File: config.mk
export PLATFORM = sky130hd
export DESIGN_NAME = sata_oob_controller
export DESIGN_NICKNAME = d
export VERILOG_FILES = /design/src/rtl/sata_oob_controller_pkg.sv /design/src/rtl/sata_oob_timer.sv /design/src/rtl/sata_oob_controller.sv
export SDC_FILE = /design/constraint.sdc
export NUM_CORES = 1
export LEC_CHECK = 0
export ABC_CLOCK_PERIOD_IN_PS = 2490
export CAP_MARGIN = 20
export CORE_UTILIZATION = 24
export CTS_CLUSTER_DIAMETER = 80
export DETAILED_ROUTE_END_ITERATION = 6
export SYNTH_ARGS = -nofsm -noshare
export SYNTH_HDL_FRONTEND = slang
export SYNTH_SLANG_ARGS = --single-unit
File: constraint.sdc
create_clock -name clk -period 2.49 [get_ports clk]
set_input_delay 0.3735 -clock clk [delete_from_list [all_inputs] [get_ports clk]]
set_output_delay 0.3735 -clock clk [all_outputs]
set_load 0.05 [all_outputs]
File: src/rtl/sata_oob_controller_pkg.sv
// Shared definitions for the SATA OOB link-initialisation controller.
// Holds the primitive dwords exchanged during OOB, the state encoding
// (also the debug code on lax_state) and a small primitive-match helper.
package sata_oob_controller_pkg;

  // 8b/10b primitives as seen on the 32-bit parallel interface (byte0 is the K char)
  localparam logic [31:0] ALIGN_PRIM    = 32'h7B4A_4ABC;
  localparam logic [31:0] DIALTONE_PRIM = 32'h4A4A_4A4A;  // D10.2 repeated
  localparam logic [31:0] SYNC_PRIM     = 32'hB5B5_957C;

  // Width of the OOB/ALIGN wait timer; comfortably covers 66000 cycles
  localparam int unsigned TIMER_W = 32;

  // State codes double as the lax_state debug value
  typedef enum logic [3:0] {
    ST_IDLE             = 4'd0,
    ST_SEND_RESET       = 4'd1,
    ST_WAIT_FOR_INIT    = 4'd2,
    ST_WAIT_FOR_NO_INIT = 4'd3,
    ST_SEND_WAKE        = 4'd4,
    ST_WAIT_FOR_WAKE    = 4'd5,
    ST_WAIT_FOR_NO_WAKE = 4'd6,
    ST_WAIT_FOR_IDLE    = 4'd7,
    ST_WAIT_FOR_ALIGN   = 4'd8,
    ST_SEND_ALIGN       = 4'd9,
    ST_READY            = 4'd10
  } oob_state_e;

  // True when a received dword is the ALIGN primitive with its K flag set
  function automatic logic is_align(input logic [31:0] din, input logic isk0);
    return isk0 && (din == ALIGN_PRIM);
  endfunction

endpackage

File: src/rtl/sata_oob_timer.sv
// Free-running wait timer for the OOB sequencer.
// Ports:
//   clk, rst  - clock and synchronous active-high reset
//   clear     - restart counting from zero on the next edge
//   limit     - number of cycles after which tc is raised
//   tc        - high while the count equals limit-1 (last cycle of the window)
module sata_oob_timer
  import sata_oob_controller_pkg::*;
#(
  parameter int unsigned W = TIMER_W
) (
  input  logic         clk,
  input  logic         rst,
  input  logic         clear,
  input  logic [W-1:0] limit,
  output logic         tc
);

  logic [W-1:0] count_q;
  logic [W-1:0] count_d;

  // Next count: restart on clear, otherwise advance
  always_comb begin
    count_d = count_q;
    if (clear) begin
      count_d = {W{1'b0}};
    end else begin
      count_d = count_q + {{(W-1){1'b0}}, 1'b1};
    end
  end

  // Count register
  always_ff @(posedge clk) begin
    if (rst) begin
      count_q <= {W{1'b0}};
    end else begin
      count_q <= count_d;
    end
  end

  assign tc = (count_q == (limit - {{(W-1){1'b0}}, 1'b1}));

endmodule

File: src/rtl/sata_oob_controller.sv
// Host-side SATA OOB link-initialisation controller.
// Walks COMRESET -> COMINIT -> COMWAKE -> dial-tone -> ALIGN exchange until
// the device sends enough consecutive non-ALIGN primitives, then raises linkup.
// Ports:
//   clk, rst                    - clock, synchronous active-high reset
//   platform_ready              - transceiver/PLL ready; low forces IDLE
//   linkup                      - initialisation complete
//   tx_dout, tx_isk             - transmit dword and byte0 K flag while link is down
//   tx_comm_reset, tx_comm_wake - OOB burst requests to the transceiver
//   tx_set_elec_idle            - hold transmitter in electrical idle
//   tx_oob_complete             - requested OOB burst finished
//   rx_din, rx_isk              - received dword and per-byte K flags
//   comm_init_detect            - COMINIT seen
//   comm_wake_detect            - COMWAKE seen
//   rx_byte_is_aligned          - receiver comma alignment achieved
//   rx_is_elec_idle             - receiver line idle
//   lax_state                   - current state code for debug
module sata_oob_controller
  import sata_oob_controller_pkg::*;
#(
  parameter int unsigned OOB_TIMEOUT     = 66000,
  parameter int unsigned ALIGN_TIMEOUT   = 66000,
  parameter int unsigned NON_ALIGN_COUNT = 3
) (
  input  logic        clk,
  input  logic        rst,
  input  logic        platform_ready,
  output logic        linkup,
  output logic [31:0] tx_dout,
  output logic        tx_isk,
  output logic        tx_comm_reset,
  output logic        tx_comm_wake,
  output logic        tx_set_elec_idle,
  input  logic        tx_oob_complete,
  input  logic [31:0] rx_din,
  input  logic [3:0]  rx_isk,
  input  logic        comm_init_detect,
  input  logic        comm_wake_detect,
  input  logic        rx_byte_is_aligned,
  input  logic        rx_is_elec_idle,
  output logic [3:0]  lax_state
);

  localparam int unsigned CNT_W = $clog2(NON_ALIGN_COUNT + 1);
  // Count value at which one more non-ALIGN primitive completes initialisation
  localparam logic [CNT_W-1:0] CNT_LAST = CNT_W'(NON_ALIGN_COUNT - 1);

  oob_state_e       state_q;
  oob_state_e       state_d;
  logic [CNT_W-1:0] nonalign_q;
  logic [CNT_W-1:0] nonalign_d;

  logic        linkup_q, linkup_d;
  logic [31:0] tx_dout_q, tx_dout_d;
  logic        tx_isk_q, tx_isk_d;
  logic        tx_comm_reset_q, tx_comm_reset_d;
  logic        tx_comm_wake_q, tx_comm_wake_d;
  logic        tx_elec_idle_q, tx_elec_idle_d;

  logic        timer_tc_s;
  logic [TIMER_W-1:0] timer_limit_s;
  logic        rx_align_s;
  logic        rx_non_align_s;
  logic        unused_rx_isk_s;

  // Only byte0 carries a K character in the primitives we care about
  assign unused_rx_isk_s = &{1'b0, rx_isk[3:1]};

  assign rx_align_s     = is_align(rx_din, rx_isk[0]);
  assign rx_non_align_s = rx_isk[0] && !rx_align_s;

  // Both timed states share one timer; its window depends on which is active
  assign timer_limit_s = (state_q == ST_WAIT_FOR_ALIGN) ? TIMER_W'(ALIGN_TIMEOUT)
                                                        : TIMER_W'(OOB_TIMEOUT);

  sata_oob_timer #(.W(TIMER_W)) u_timer (
    .clk   (clk),
    .rst   (rst),
    .clear (state_d != state_q),
    .limit (timer_limit_s),
    .tc    (timer_tc_s)
  );

  // State, counter and registered Moore outputs
  always_ff @(posedge clk) begin
    if (rst) begin
      state_q         <= ST_IDLE;
      nonalign_q      <= {CNT_W{1'b0}};
      linkup_q        <= 1'b0;
      tx_dout_q       <= 32'h0000_0000;
      tx_isk_q        <= 1'b0;
      tx_comm_reset_q <= 1'b0;
      tx_comm_wake_q  <= 1'b0;
      tx_elec_idle_q  <= 1'b1;
    end else begin
      state_q         <= state_d;
      nonalign_q      <= nonalign_d;
      linkup_q        <= linkup_d;
      tx_dout_q       <= tx_dout_d;
      tx_isk_q        <= tx_isk_d;
      tx_comm_reset_q <= tx_comm_reset_d;
      tx_comm_wake_q  <= tx_comm_wake_d;
      tx_elec_idle_q  <= tx_elec_idle_d;
    end
  end

  // Consecutive non-ALIGN counter; only meaningful while sending ALIGN
  always_comb begin
    nonalign_d = nonalign_q;
    if (state_q != ST_SEND_ALIGN) begin
      nonalign_d = {CNT_W{1'b0}};
    end else if (rx_non_align_s) begin
      nonalign_d = nonalign_q + {{(CNT_W-1){1'b0}}, 1'b1};
    end else if (rx_align_s) begin
      nonalign_d = {CNT_W{1'b0}};
    end else begin
      nonalign_d = nonalign_q;
    end
  end

  // Next-state logic
  always_comb begin
    state_d = state_q;
    if (!platform_ready) begin
      state_d = ST_IDLE;
    end else begin
      case (state_q)
        ST_IDLE: begin
          state_d = ST_SEND_RESET;
        end
        ST_SEND_RESET: begin
          if (tx_oob_complete) state_d = ST_WAIT_FOR_INIT;
          else                 state_d = ST_SEND_RESET;
        end
        ST_WAIT_FOR_INIT: begin
          if (comm_init_detect) state_d = ST_WAIT_FOR_NO_INIT;
          else if (timer_tc_s)  state_d = ST_SEND_RESET;
          else                  state_d = ST_WAIT_FOR_INIT;
        end
        ST_WAIT_FOR_NO_INIT: begin
          if (!comm_init_detect) state_d = ST_SEND_WAKE;
          else                   state_d = ST_WAIT_FOR_NO_INIT;
        end
        ST_SEND_WAKE: begin
          if (tx_oob_complete) state_d = ST_WAIT_FOR_WAKE;
          else                 state_d = ST_SEND_WAKE;
        end
        ST_WAIT_FOR_WAKE: begin
          if (comm_wake_detect) state_d = ST_WAIT_FOR_NO_WAKE;
          else if (timer_tc_s)  state_d = ST_SEND_RESET;
          else                  state_d = ST_WAIT_FOR_WAKE;
        end
        ST_WAIT_FOR_NO_WAKE: begin
          if (!comm_wake_detect) state_d = ST_WAIT_FOR_IDLE;
          else                   state_d = ST_WAIT_FOR_NO_WAKE;
        end
        ST_WAIT_FOR_IDLE: begin
          if (!rx_is_elec_idle) state_d = ST_WAIT_FOR_ALIGN;
          else                  state_d = ST_WAIT_FOR_IDLE;
        end
        ST_WAIT_FOR_ALIGN: begin
          if (rx_byte_is_aligned && rx_align_s) state_d = ST_SEND_ALIGN;
          else if (timer_tc_s)                  state_d = ST_SEND_RESET;
          else                                  state_d = ST_WAIT_FOR_ALIGN;
        end
        ST_SEND_ALIGN: begin
          // The primitive arriving now is the one that brings the count to its target
          if (rx_non_align_s && (nonalign_q == CNT_LAST)) state_d = ST_READY;
          else                                            state_d = ST_SEND_ALIGN;
        end
        ST_READY: begin
          if (comm_init_detect) state_d = ST_IDLE;
          else                  state_d = ST_READY;
        end
        default: begin
          state_d = ST_IDLE;
        end
      endcase
    end
  end

  // Output decode from the next state so the registered outputs track state_q
  always_comb begin
    linkup_d        = 1'b0;
    tx_dout_d       = 32'h0000_0000;
    tx_isk_d        = 1'b0;
    tx_comm_reset_d = 1'b0;
    tx_comm_wake_d  = 1'b0;
    tx_elec_idle_d  = 1'b1;
    case (state_d)
      ST_SEND_RESET: tx_comm_reset_d = 1'b1;
      ST_SEND_WAKE:  tx_comm_wake_d  = 1'b1;
      ST_WAIT_FOR_IDLE, ST_WAIT_FOR_ALIGN: begin
        tx_elec_idle_d = 1'b0;
        tx_dout_d      = DIALTONE_PRIM;
      end
      ST_SEND_ALIGN: begin
        tx_elec_idle_d = 1'b0;
        tx_dout_d      = ALIGN_PRIM;
        tx_isk_d       = 1'b1;
      end
      ST_READY: begin
        tx_elec_idle_d = 1'b0;
        tx_dout_d      = ALIGN_PRIM;
        tx_isk_d       = 1'b1;
        linkup_d       = 1'b1;
      end
      default: begin
        tx_elec_idle_d = 1'b1;
      end
    endcase
  end

  assign lax_state        = state_q;
  assign linkup           = linkup_q;
  assign tx_dout          = tx_dout_q;
  assign tx_isk           = tx_isk_q;
  assign tx_comm_reset    = tx_comm_reset_q;
  assign tx_comm_wake     = tx_comm_wake_q;
  assign tx_set_elec_idle = tx_elec_idle_q;

endmodule

-- Word-level counts from Yosys, hierarchy flattened
Index checks and enable logic that the tools add are counted.
- memories kept: 0
- bits in latches: 0
- flip-flop bits (word level): 75
- bits of input ports: 44
- logic and storage cells: 67
- memory bits (writable): 0
- ROM bits: 0
- output and inout port bits: 41
- multiplexer cells: 23
- multiply operators: 0
- shift operators: 0
- add/sub/neg operators: 2
- reductions and logical operators: 12
- order comparisons: 0
- bitwise logic cells: 0
- equal/unequal tests: 21
- div/mod/pow operators: 0
- operators with widths (kind ; count):
    31-bit case mux with 2 select lines ; 1
    4-bit case mux with 11 select lines ; 1
    32-bit by 1-bit adder with 32-bit output, second input constant ; 1
    32-bit by 17-bit equality test with 1-bit output, second input constant ; 1
    32-bit by 31-bit equality test with 1-bit output, second input constant ; 1
    4-bit by 3-bit equality test with 1-bit output, second input constant ; 6
    4-bit equality test, second input constant ; 6
    4-bit 2-to-1 mux ; 5
    2-bit 2-to-1 mux ; 6
    3-bit 2-to-1 mux ; 3
    4-bit by 1-bit equality test with 1-bit output, second input constant ; 2
    4-bit by 2-bit equality test with 1-bit output, second input constant ; 2
    2-bit OR reduction ; 4
    1-bit 2-to-1 mux ; 7
    1-bit logical AND ; 4
    4-bit logical NOT ; 1
    4-bit inequality test ; 1
    4-bit inequality test, second input constant ; 1
    4-bit OR reduction ; 1
    2-bit by 1-bit adder with 2-bit output, second input constant ; 1
    2-bit equality test, second input constant ; 1
    2-bit nonzero test ; 1
    1-bit logical NOT ; 1

-- Depth between registers and ports, before layout
Gate-level depths: netlist of run 1.
- word-level depth: 11
- gate-level depth with buffers: 9
- mapped depth without buffers: 7

-- Cells and area by module
From an unflattened synthesis of run 1, not the netlist that was laid out.
- cells, all modules: 474
- area, all modules: 3713.6 µm²
- modules (own cells, without submodules) (module ; instances ; cells an instance ; area each (µm²) ; sequential area each (µm²)):
    sata_oob_timer ; 1 ; 325 ; 2524.9 ; 640.6
    sata_oob_controller ; 1 ; 149 ; 1188.6 ; 280.3

-- Least setup slack after synthesis of run 1
Ideal clock, no wire load.
- path kind: register to register
- start: register state_q[2], in the netlist lax_state[2]
- end: register tx_comm_reset_q, in the netlist tx_comm_reset
- slack: 0.176 ns
- arrival: 2.241 ns
- data required time: 2.417 ns
- stages on the path, launching flop included: 8
- path buffers: 1
- setup time: 0.073 ns
- period minus slack after synthesis: 2.314 ns
- cells stage by stage: dfxtp_1 buf_4 mux2_2 a211o_2 a21boi_0 nand3_1 or3_1 nor3_2
- longest elaborated chain between the ends: 5
- elaborated cells on any way between the ends: 15
- those cells by class: 11 x eq/ne; 3 x mux; 1 x reduce/logical
- RTL lines (item ; line ; text):
    start: declaration ; sata_oob_controller.sv:48 ; oob_state_e state_q;
    start signal: assignment ; sata_oob_controller.sv:96 ; state_q <= state_d;
    4-bit equality test, or another cell as far along ; sata_oob_controller.sv:127 ; case (state_q)
    4-bit case mux with 11 select lines (*) ; sata_oob_controller.sv:127 ;
    4-bit 2-to-1 mux (*) ; sata_oob_controller.sv:124 ; if (!platform_ready) begin
    4-bit by 1-bit equality test with 1-bit output (*) ; sata_oob_controller.sv:190 ; case (state_d)
    1-bit 2-to-1 mux (*) ; sata_oob_controller.sv:190 ;
    end signal: assignment ; sata_oob_controller.sv:101 ; tx_comm_reset_q <= tx_comm_reset_d;
    end: declaration ; sata_oob_controller.sv:56 ; logic tx_comm_reset_q, tx_comm_reset_d;
Every way passes the cells marked *; elsewhere a longest branch is shown, timed or not.
A chain may end at the register's enable or synchronous reset.

-- Worst setup path in the final report of run 1
- start: input rx_din[21]
- end: register u_timer.count_q[1]
- longest elaborated chain between the ends: 10
- elaborated cells on any way between the ends: 12
- those cells by class: 2 x eq/ne; 4 x mux; 6 x reduce/logical
- RTL lines (item ; line ; text):
    start: declaration ; sata_oob_controller.sv:35 ; input logic [31:0] rx_din,
    32-bit by 31-bit equality test with 1-bit output (*) ; sata_oob_controller_pkg.sv:31 ; return isk0 && (din == ALIGN_PRIM);
    1-bit logical AND (*) ; sata_oob_controller_pkg.sv:31 ;
    1-bit logical NOT ; sata_oob_controller.sv:70 ; assign rx_non_align_s = rx_isk[0] && !rx_align_s;
    1-bit logical AND ; sata_oob_controller.sv:70 ;
    1-bit logical AND ; sata_oob_controller.sv:168 ; if (rx_non_align_s && (nonalign_q == CNT_LAST)) state_d = ST_READY;
    2-bit 2-to-1 mux ; sata_oob_controller.sv:168 ;
    4-bit case mux with 11 select lines (*) ; sata_oob_controller.sv:127 ;
    4-bit 2-to-1 mux (*) ; sata_oob_controller.sv:124 ;
    4-bit inequality test (*) ; sata_oob_controller.sv:79 ; .clear (state_d != state_q),
    2-bit OR reduction (no source line) (*) ; -- ;
    end signal: assignment ; sata_oob_timer.sv:35 ; count_q <= {W{1'b0}};
    end signal: assignment ; sata_oob_timer.sv:37 ; count_q <= count_d;
    end: declaration ; sata_oob_timer.sv:19 ; logic [W-1:0] count_q;
Marked as above.

==> results of run 1 <==
-- area by class of cell --
type / count / area share [%]
multi-input combinational: 242 / 46.55
timing repair buffer: 86 / 21.12
inverter: 7 / 0.7049
clock inverter: 1 / 0.7355
sequential: 45 / 22.13
tap: 172 / 5.271
clock buffer: 7 / 3.494
-- worst max-delay path: stages --
cell and delay, ns:
clkdlybuf4s50_1 0.42, nor4b_2 0.31, nand4_2 0.22, o2111ai_2 0.26, o221a_2 0.22, o211ai_1 0.08
buf_4 0.17, clkbuf_16 0.19, nor4b_1 0.26
-- kinds of logic (layout without fill, tap and decap cells) --
logic type      Yosys count  after routing  synth area share, %
mux                       5              5                1.710
compound gates           38             38                9.467
buf+inv                  55            101                12.93
simple gates            154            154                37.99
xor+xnor                 30             30                8.353
flops                    45             45                28.64
fa+ha+maj                 2              2               0.7954
other cells               1             13               0.1192
-- layout by cell type, fill, tap and decap left out, types with 7 or more instances in the layout --
| master | count |
|---|---|
| nand2_1 | 11 |
| nand3_1 | 17 |
| xnor2_1 | 7 |
| nor4_1 | 10 |
| xor2_1 | 23 |
| a21oi_1 | 7 |
| nor2_1 | 15 |
| buf_4 | 14 |
| nand4_1 | 13 |
| nor4_2 | 31 |
| clkdlybuf4s50_1 | 68 |
| conb_1 | 13 |
| dfxtp_1 | 43 |
-- cells in the mapped netlist (3+ instances only) --
| cell | count |
|---|---|
| mux2_2 | 3 |
| nor4b_1 | 4 |
| nor3_1 | 6 |
| a21oi_1 | 7 |
| nor2b_1 | 3 |
| inv_1 | 6 |
| nor4_1 | 10 |
| nand3_1 | 17 |
| xor2_1 | 23 |
| xnor2_1 | 7 |
| nor4bb_1 | 3 |
| o21ai_1 | 4 |
| nor4_2 | 31 |
| nor4b_2 | 3 |
| buf_4 | 33 |
| and4b_2 | 3 |
| and4_1 | 6 |
| and4bb_1 | 3 |
| o21ai_0 | 4 |
| nand2b_1 | 5 |
| buf_6 | 9 |
| and3_1 | 4 |
| nor2_1 | 15 |
| buf_2 | 5 |
| nand2_1 | 11 |
| and2_1 | 3 |
| dfxtp_1 | 45 |
| o211ai_1 | 3 |
| nand4_1 | 13 |
-- per-layer routing --
metal	track usage (%)	vias up
met1	12.90	1242
met5	0	-
met3	2.595	12
met2	18.34	56
met4	3.675	0
li1	-	1312
-- stage by stage --
| stage | TNS [ns] | util (%) | hold slack [ns] |
|---|---|---|---|
| after floorplan | 0 | - | 0.4459 |
| after global placement | -2.414 | 30.48 | 0.4925 |
| after detailed placement | -3.758 | 30.48 | 0.5078 |
| after CTS | 0 | 31.84 | 0.5213 |
| after global routing | 0 | 32.09 | 0.5398 |
| final | 0 | 32.09 | 0.5170 |
-- sequential cells by signal (all words and copies together) (netlist names) --
| name | count |
|---|---|
| tx_comm_wake | 1 |
| u_timer.count_q | 32 |
| linkup | 1 |
| tx_comm_reset | 1 |
| nonalign_q | 2 |
| tx_set_elec_idle | 1 |
| tx_dout | 3 |
| lax_state | 4 |
-- power by group --
part	leakage [nW]	switching, mW	internal [mW]	total (mW)
sequential	0.364	0.0103	0.726	0.737
combinational	0.901	0.140	0.112	0.252
clock	0.0841	0.265	0.501	0.766
-- worst paths after layout --
check / startpoint / to / slack, ns / cells after the start
worst max-delay path: rx_din[21] / u_timer.count_q[1] / 0.17 / 9
worst min register to register: u_timer.count_q[0] / u_timer.count_q[0] / 0.52 / 1
worst min-delay path: u_timer.count_q[0] / u_timer.count_q[0] / 0.52 / 1
worst max register to register: lax_state[3] / u_timer.count_q[1] / 0.23 / 8
-- timing repair --
| item | 4_1_cts | 5_1_grt |
|---|---|---|
| setup endpoints to repair | 0 | 32 |
| hold buffers | 0 | 0 |
| setup buffers | 0 | 1 |
| resized for setup | 0 | 5 |
==> metrics, run 1 <==
Max Slew Vio Count 0; Root Buffer clkbuf_16; Rows 41; initial antenna violation count 0; #FFs+latches synth 45; DR WL/cell 12.98 um; area post-placement 0.003877 mm^2; critical path class input port to flop; Most used DFF post-synth dfxtp_1; Finished Cell Area 0.004083 mm^2; Iteration-0 DRC Markers 144; GR Util All Layers 10.66%; clock-pin slew on the worst setup and hold paths 0.06 ns; Placed Cells 550; Max clock buf depth 2; Synth Warn # 0; share of cells above drive strength 1 21.65%; Congestion Overflow GR 0; GPL Wtd Cong 0.8350; TritonCTS clock tree yes; CP startpoint kind input port; post-DR vias/cell 4.682; min-delay worst type flop to flop; top sig layer met4; fin cells 560; pwr/cell area 429.8 mW/mm^2; Sink Count 45; final setup violation count 0; met3 wire length 338 um; Worst Skew 0.005292 ns; highest clock rate 431.2 MHz; vias 2,622; total CTS buffers 5; Post-synth EDFFs 0; Worst VDD drop 0.2010 mV; Nets 433; Die ar. 0.01357 mm^2; first-pass GRT wire length 11.52 mm; fin crit share 93.15%; multi-input combinational cell area 0.001901 mm^2; Final min period 2.319 ns; Post-Syn Area 0.003146 mm^2; Syn-to-layout area delta 29.79%; wl on met1 3.225 mm; number of iterations in the first detailed-routing pass 4; Async SR Flop Fraction 0%; outcome finished clean; max_slew headroom 65.79%; Setup crit end kind flop; Final HPWL DP 5.240 mm; maximum number of pins on one net before global-route repair 33; DP Worst Slack -0.1370 ns; worst skew pair latency 0.28 ns; # IOs 85; die outline height 116.5 um; unrepaired setup endpoints after global routing no; Seq/Total Area, Yosys 28.64%; Mean Syn Cell Area 9.532 um^2; library cells used by synthesis 62; Synth top area share 28.64%; ANT cells 0; vias in the first global route 2,499; Power Total 1.755 mW; starting density of the core 24.72%; Port Buffer Count 68; met2 WL 3.595 mm; filler instances 1,355; Worst Path Required 2.68 ns; Synth Instances 330; LEAKAGE 1.349 nW; final hold vios 0; Critical Path AT 2.51 ns; worst slew pin tran 0.5116 ns; Worst Slack Setup Final 0.1707 ns; Final ANT Viol Nets 0; drt total wl 7.268 mm; dominant cells by area after synthesis dfxtp_1 (29%), nor4_2 (12%), buf_4 (7.9%); DIE WIDTH 116.5 um; DRC Markers 0; H-tree lvl count 2; CP max FO 16; Max-Cap Viols 0; core box area 0.01272 mm^2; largest area contributor in the netlist dfxtp_1; Reg area 903.4 um^2
Power figures use the tool's default switching activity.
==> inputs of run 2 (changes only) <==
--- a/config.mk
+++ b/config.mk
@@ -10,6 +10,7 @@
 export CORE_UTILIZATION = 24
 export CTS_CLUSTER_DIAMETER = 80
 export DETAILED_ROUTE_END_ITERATION = 6
+export MAX_ROUTING_LAYER = met4
 export SYNTH_ARGS = -nofsm -noshare
 export SYNTH_HDL_FRONTEND = slang
 export SYNTH_SLANG_ARGS = --single-unit
==> metrics, run 2 (synthesis results as in run 1) <==
Congestion Overflow GR 0 (unchanged); Crit path largest cell delay 0.42 ns (about the same); Final ANT Viol Nets 0 (unchanged); GPL Wtd Cong 0.8479 (+1.5%); Placed Cells 550 (unchanged); Final min period 2.316 ns (-0.003651 ns); filler instances 1,355 (unchanged); unrepaired setup endpoints after global routing no; Sink Count 45 (unchanged); post-DR vias/cell 4.705 (+0.50%); fin cells 560 (unchanged); final setup violation count 0 (unchanged); vias in the first global route 2,495 (-0.16%); Critical Path AT 2.51 ns (about the same); CP startpoint kind input port; min-delay worst type flop to flop; vias 2,635 (+0.50%); maximum number of pins on one net before global-route repair 33 (unchanged); TritonCTS clock tree yes; Rows 41 (unchanged); Die ar. 0.01357 mm^2 (unchanged); ANT cells 0 (unchanged); multi-input combinational cell area 0.001901 mm^2 (unchanged); share of cells above drive strength 1 21.65% (unchanged); Syn-to-layout area delta 29.79% (unchanged); most common cell after layout, fill and taps aside clkdlybuf4s50_1; worst skew pair latency 0.28 ns (about the same); Max clock buf depth 2 (unchanged); DR WL/cell 12.98 um (about the same); Critical Path, Cell by Cell clkdlybuf4s50_1 > nor4b_2 > nand4_2 > o2111ai_2 > o221a_2 > o211ai_1 > buf_4 > clkbuf_16 > nor4b_1; CP max FO 16 (unchanged); highest clock rate 431.8 MHz (+0.16%); first-pass GRT wire length 11.55 mm (+0.23%); total CTS buffers 5 (unchanged); Nets 433 (unchanged); Port Buffer Count 68 (unchanged); # IOs 85 (unchanged); Worst Skew 0.004645 ns (-0.0006477 ns); most frequent cells in the layout clkdlybuf4s50_1 (68), dfxtp_1 (43), nor4_2 (31); Worst VDD drop 0.2009 mV (about the same); final hold vios 0 (unchanged); Max-Cap Viols 0 (unchanged); H-tree lvl count 2 (unchanged); Final HPWL DP 5.240 mm (unchanged); starting density of the core 24.72% (unchanged); max_slew headroom 65.79% (about the same); number of iterations in the first detailed-routing pass 4 (unchanged); Hold WS 0.5170 ns (-0.00003500 ns); DIE WIDTH 116.5 um (unchanged); GR Util All Layers 11.00% (+0.34 points); max reg flops 32 (unchanged); clock-pin slew on the worst setup and hold paths 0.06 ns (about the same); Setup crit end kind flop; fin crit share 93.00% (-0.15 points); Biggest register u_timer.count_q; outcome finished clean; die outline height 116.5 um (unchanged); Iteration-0 DRC Markers 125 (-13%); Max Slew Vio Count 0 (unchanged); critical path class input port to flop; Reg2Reg Setup Slack 0.23 ns (about the same); Hold Buf Count CTS 0 (unchanged); Worst Path Required 2.68 ns (about the same); slowest CP cell clkdlybuf4s50_1; core box area 0.01272 mm^2 (unchanged); pwr/cell area 430.4 mW/mm^2 (+0.14%); worst slew pin tran 0.5116 ns (-0.0000008941 ns); Reg area 903.4 um^2 (unchanged); Root Buffer clkbuf_16; initial antenna violation count 0 (unchanged); drt total wl 7.269 mm (about the same); DRC Markers 0 (unchanged); LEAKAGE 1.349 nW (unchanged)
run 2: power breakdown:
part	switching (mW)	internal, mW	total [mW]	leakage, nW
clock network	0.267	0.501	0.769	0.0841
registers	0.0103	0.726	0.737	0.364
logic	0.140	0.112	0.252	0.901
total	0.418	1.34	1.76	1.35
run 2: path summary, 6_finish.rpt:
path,cells past startpoint,to,startpoint
worst min-delay path,1,u_timer.count_q[0],u_timer.count_q[0]
worst min register to register,1,u_timer.count_q[0],u_timer.count_q[0]
worst max register to register,8,u_timer.count_q[1],lax_state[3]
worst max-delay path,9,u_timer.count_q[1],rx_din[21]
run 2: critical path, delay by kind of cell:
kind	cells	cell delay, ns
and+or+nand+nor	3	0.79
AOI/OAI and AO/OA	3	0.55
buffers and inverters	3	0.78
run 2: repair_timing:
| item | in CTS | in global routing |
|---|---|---|
| gates resized for setup | 0 | 5 |
| setup endpoints to repair | 0 | 32 |
| hold endpoints to repair | 0 | 0 |
| buffers inserted | 0 | 1 |
run 2: area by class of cell:
cell class                 instances  share of cell area [%]
multi-input combinational        242                   46.55
sequential                        45                   22.13
clock inverter                     1                  0.7355
clock buffer                       7                   3.494
timing repair buffer              86                   21.12
tap                              172                   5.271
inverter                           7                  0.7049
run 2: through the flow:
stage	setup slack [ns]	utilization [%]	cell area (um^2)	power [mW]	TNS [ns]
floorplan	0.1759	-	3191	0.9124	0
global placement	-0.08740	30.48	3877	0.9930	-2.414
detailed placement	-0.1370	30.48	3877	0.9959	-3.758
CTS	0.1434	31.84	4050	1.768	0
global route	0.01476	32.09	4083	1.817	0
finish	0.1743	32.09	4083	1.757	0
run 2: routing by layer:
layer | global-route usage [%] | share of wire (%)
met1 | 12.90 | 44
met2 | 18.38 | 49
met3 | 2.595 | 4.7
met4 | 3.675 | 1.6
met5 | - | 0
==> inputs of run 3 (changes only) <==
--- a/config.mk
+++ b/config.mk
@@ -7,7 +7,7 @@
 export LEC_CHECK = 0
 export ABC_CLOCK_PERIOD_IN_PS = 2490
 export CAP_MARGIN = 20
-export CORE_UTILIZATION = 24
+export CORE_UTILIZATION = 30
 export CTS_CLUSTER_DIAMETER = 80
 export DETAILED_ROUTE_END_ITERATION = 6
 export MAX_ROUTING_LAYER = met4
==> metrics, run 3 (synthesis results as in run 1) <==
outcome finished clean; Final ANT Viol Nets 0 (unchanged); Setup Fix Bufs, Post-CTS 0 (unchanged); first-pass GRT wire length 12.85 mm (+11%); Placed Cells 522 (-5.1%); final hold vios 0 (unchanged); Port Buffer Count 68 (unchanged); Critical Path, Cell by Cell nand2b_1 > a41oi_2 > o31ai_4 > a211oi_1 > o211ai_1 > buf_4 > buf_12 > nor4_2; Sink Count 45 (unchanged); multi-input combinational cell area 0.001894 mm^2 (-0.33%); critical path class flop to flop; post-DR vias/cell 5.081 (+8.0%); pwr/cell area 390.0 mW/mm^2 (-9.4%); # IOs 85 (unchanged); filler instances 1,014 (-25%); Clk pwr share 36.7% (-7.0 points); sequential share of power 46.8% (+4.9 points); reg2reg end u_timer.count_q[13]; Setup crit end kind flop; H-tree lvl count 2 (unchanged); number of iterations in the first detailed-routing pass 4 (unchanged); Worst Skew 0.007909 ns (+0.003264 ns); Max-Cap Viols 0 (unchanged); CP bufs+invs 2 (-1); fin cells 530 (-5.4%); worst slew pin tran 0.5496 ns (+0.03794 ns); Final min period 2.313 ns (-0.002220 ns); Crit path largest cell delay 0.68 ns (+0.26 ns); DR WL/cell 13.85 um (+6.7%); Iteration-0 DRC Markers 124 (-0.80%); max reg flops 32 (unchanged); highest clock rate 432.3 MHz (about the same); CP max FO 16 (unchanged); Final HPWL DP 5.329 mm (+1.7%); min-delay worst type flop to flop; maximum number of pins on one net before global-route repair 33 (unchanged); Worst VDD drop 0.1950 mV (-2.9%); Int Pwr 1.170 mW (-13%); slowest CP cell dfxtp_1; CP startpoint kind flop; Worst Path Required 2.69 ns (about the same); GR Util All Layers 14.44% (+3.4 points); Finished Cell Area 0.004021 mm^2 (-1.5%); starting density of the core 30.74% (+6.0 points); Reg2Reg Setup Slack 0.18 ns (-0.05 ns); LEAKAGE 1.352 nW (+0.24%); total CTS buffers 5 (unchanged); DIE WIDTH 104.4 um (-10%); Hold Path Sink u_timer.count_q[0]; switching power 0.3983 mW (-4.6%); hold depth 1 (unchanged); vias 2,693 (+2.2%); Die ar. 0.01090 mm^2 (-20%); GPL Wtd Cong 0.8560 (+0.96%); final setup violation count 0 (unchanged); Power Total 1.568 mW (-11%); Reg area 900.9 um^2 (-0.28%); min-delay src u_timer.count_q[0]; Biggest register u_timer.count_q; Syn-to-layout area delta 27.84%; Max clock buf depth 2 (unchanged); worst skew pair latency 0.30 ns (+0.02 ns); vias in the first global route 2,731 (+9.5%); Nets 439 (+1.4%); Max Slew Vio Count 0 (unchanged); post-CTS sizing 0 (unchanged); ANT cells 0 (unchanged); Critical Path AT 2.52 ns (about the same); Switching Fraction 25.39% (+1.6 points); reg2reg start lax_state[0]; max_slew headroom 63.31% (-2.5 points); initial antenna violation count 0 (unchanged); most frequent cells in the layout clkdlybuf4s50_1 (68), dfxtp_1 (45), nor4_2 (31); Root Buffer clkbuf_8; drt total wl 7.339 mm (+0.96%); family with the most delay on the worst path compound AO/OA/AOI/OAI gates; Rows 37 (-9.8%); unrepaired setup endpoints after global routing no; TritonCTS clock tree yes; Reg2Reg Depth 8 (unchanged); TNS Setup 0 ns (unchanged); most common cell after layout, fill and taps aside clkdlybuf4s50_1; share of cells above drive strength 1 22.08% (+0.43 points); Congestion Overflow GR 0 (unchanged); clock-pin slew on the worst setup and hold paths 0.09 ns (+0.03 ns); fin crit share 92.91% (about the same); core box area 0.01023 mm^2 (-20%); Comb power frac 16.5% (+2.2 points); DRC Markers 0 (unchanged); area post-placement 0.003905 mm^2 (+0.71%); Hold Buf Count CTS 0 (unchanged); die outline height 104.4 um (-10%)
[run 3: changes by cell type in the layout (fill, tap and decap cells not counted), moves of 2 or more]
cell / delta
clkbuf_16: -6
dfxtp_2: -2
buf_4: +6
dfxtp_1: +2
buf_12: +2
clkbuf_8: +5
[run 3: worst max-delay path by stage]
stage                             from             endpoint  slack [ns]  cells after the start
final                     lax_state[0]  u_timer.count_q[13]        0.18                      8
after global routing      lax_state[0]  u_timer.count_q[23]        0.02                      8
after CTS                 lax_state[0]  u_timer.count_q[22]        0.18                      8
after detailed placement    rx_din[13]  u_timer.count_q[22]       -0.11                      9
after global placement      rx_din[21]   u_timer.count_q[1]       -0.09                      9
after floorplan           lax_state[2]        tx_comm_reset        0.18                      7
[run 3: cell type report]
type                    count  share of cell area [%]
inverters                   7                  0.7156
multi-input cells         242                   47.11
clock buffers               7                   2.147
flip-flops and latches     45                   22.40
clock inverters             1                  0.7467
repair buffers             92                   22.65
well taps                 136                   4.231
[run 3: through the flow]
stage / hold WS (ns) / utilization [%] / worst slack [ns]
finish: 0.5036 / 39.31 / 0.1765
global placement: 0.4811 / 38.17 / -0.09132
detailed placement: 0.4914 / 38.17 / -0.1100
CTS: 0.5087 / 39.31 / 0.1754
floorplan: 0.4459 / - / 0.1759
global route: 0.5304 / 39.31 / 0.02409
[run 3: per-layer routing]
layer  global-route usage [%]  vias to the layer above  part of all wire, %
li1                         -                     1322                    -
met1                    16.62                     1303                   44
met2                    25.50                       60                   51
met3                    2.381                        8                  3.3
met4                    4.388                        0                  1.1
met5                        -                        -                    0
[run 3: power by group through the flow]
| stage | clock, mW | combinational [mW] | sequential [mW] |
|---|---|---|---|
| after floorplan | 0 | 0.157 | 0.756 |
| after global placement | 0 | 0.256 | 0.751 |
| after detailed placement | 0 | 0.259 | 0.752 |
| after CTS | 0.597 | 0.260 | 0.735 |
| after global routing | 0.620 | 0.274 | 0.736 |
| final | 0.575 | 0.258 | 0.735 |
[run 3: worst register-to-register path, stage by stage, from the launching register on]
cell and delay, ns:
dfxtp_1 0.68, nand2b_1 0.14, a41oi_2 0.28, o31ai_4 0.14, a211oi_1 0.26, o211ai_1 0.14, buf_4 0.17, buf_12 0.15
nor4_2 0.26
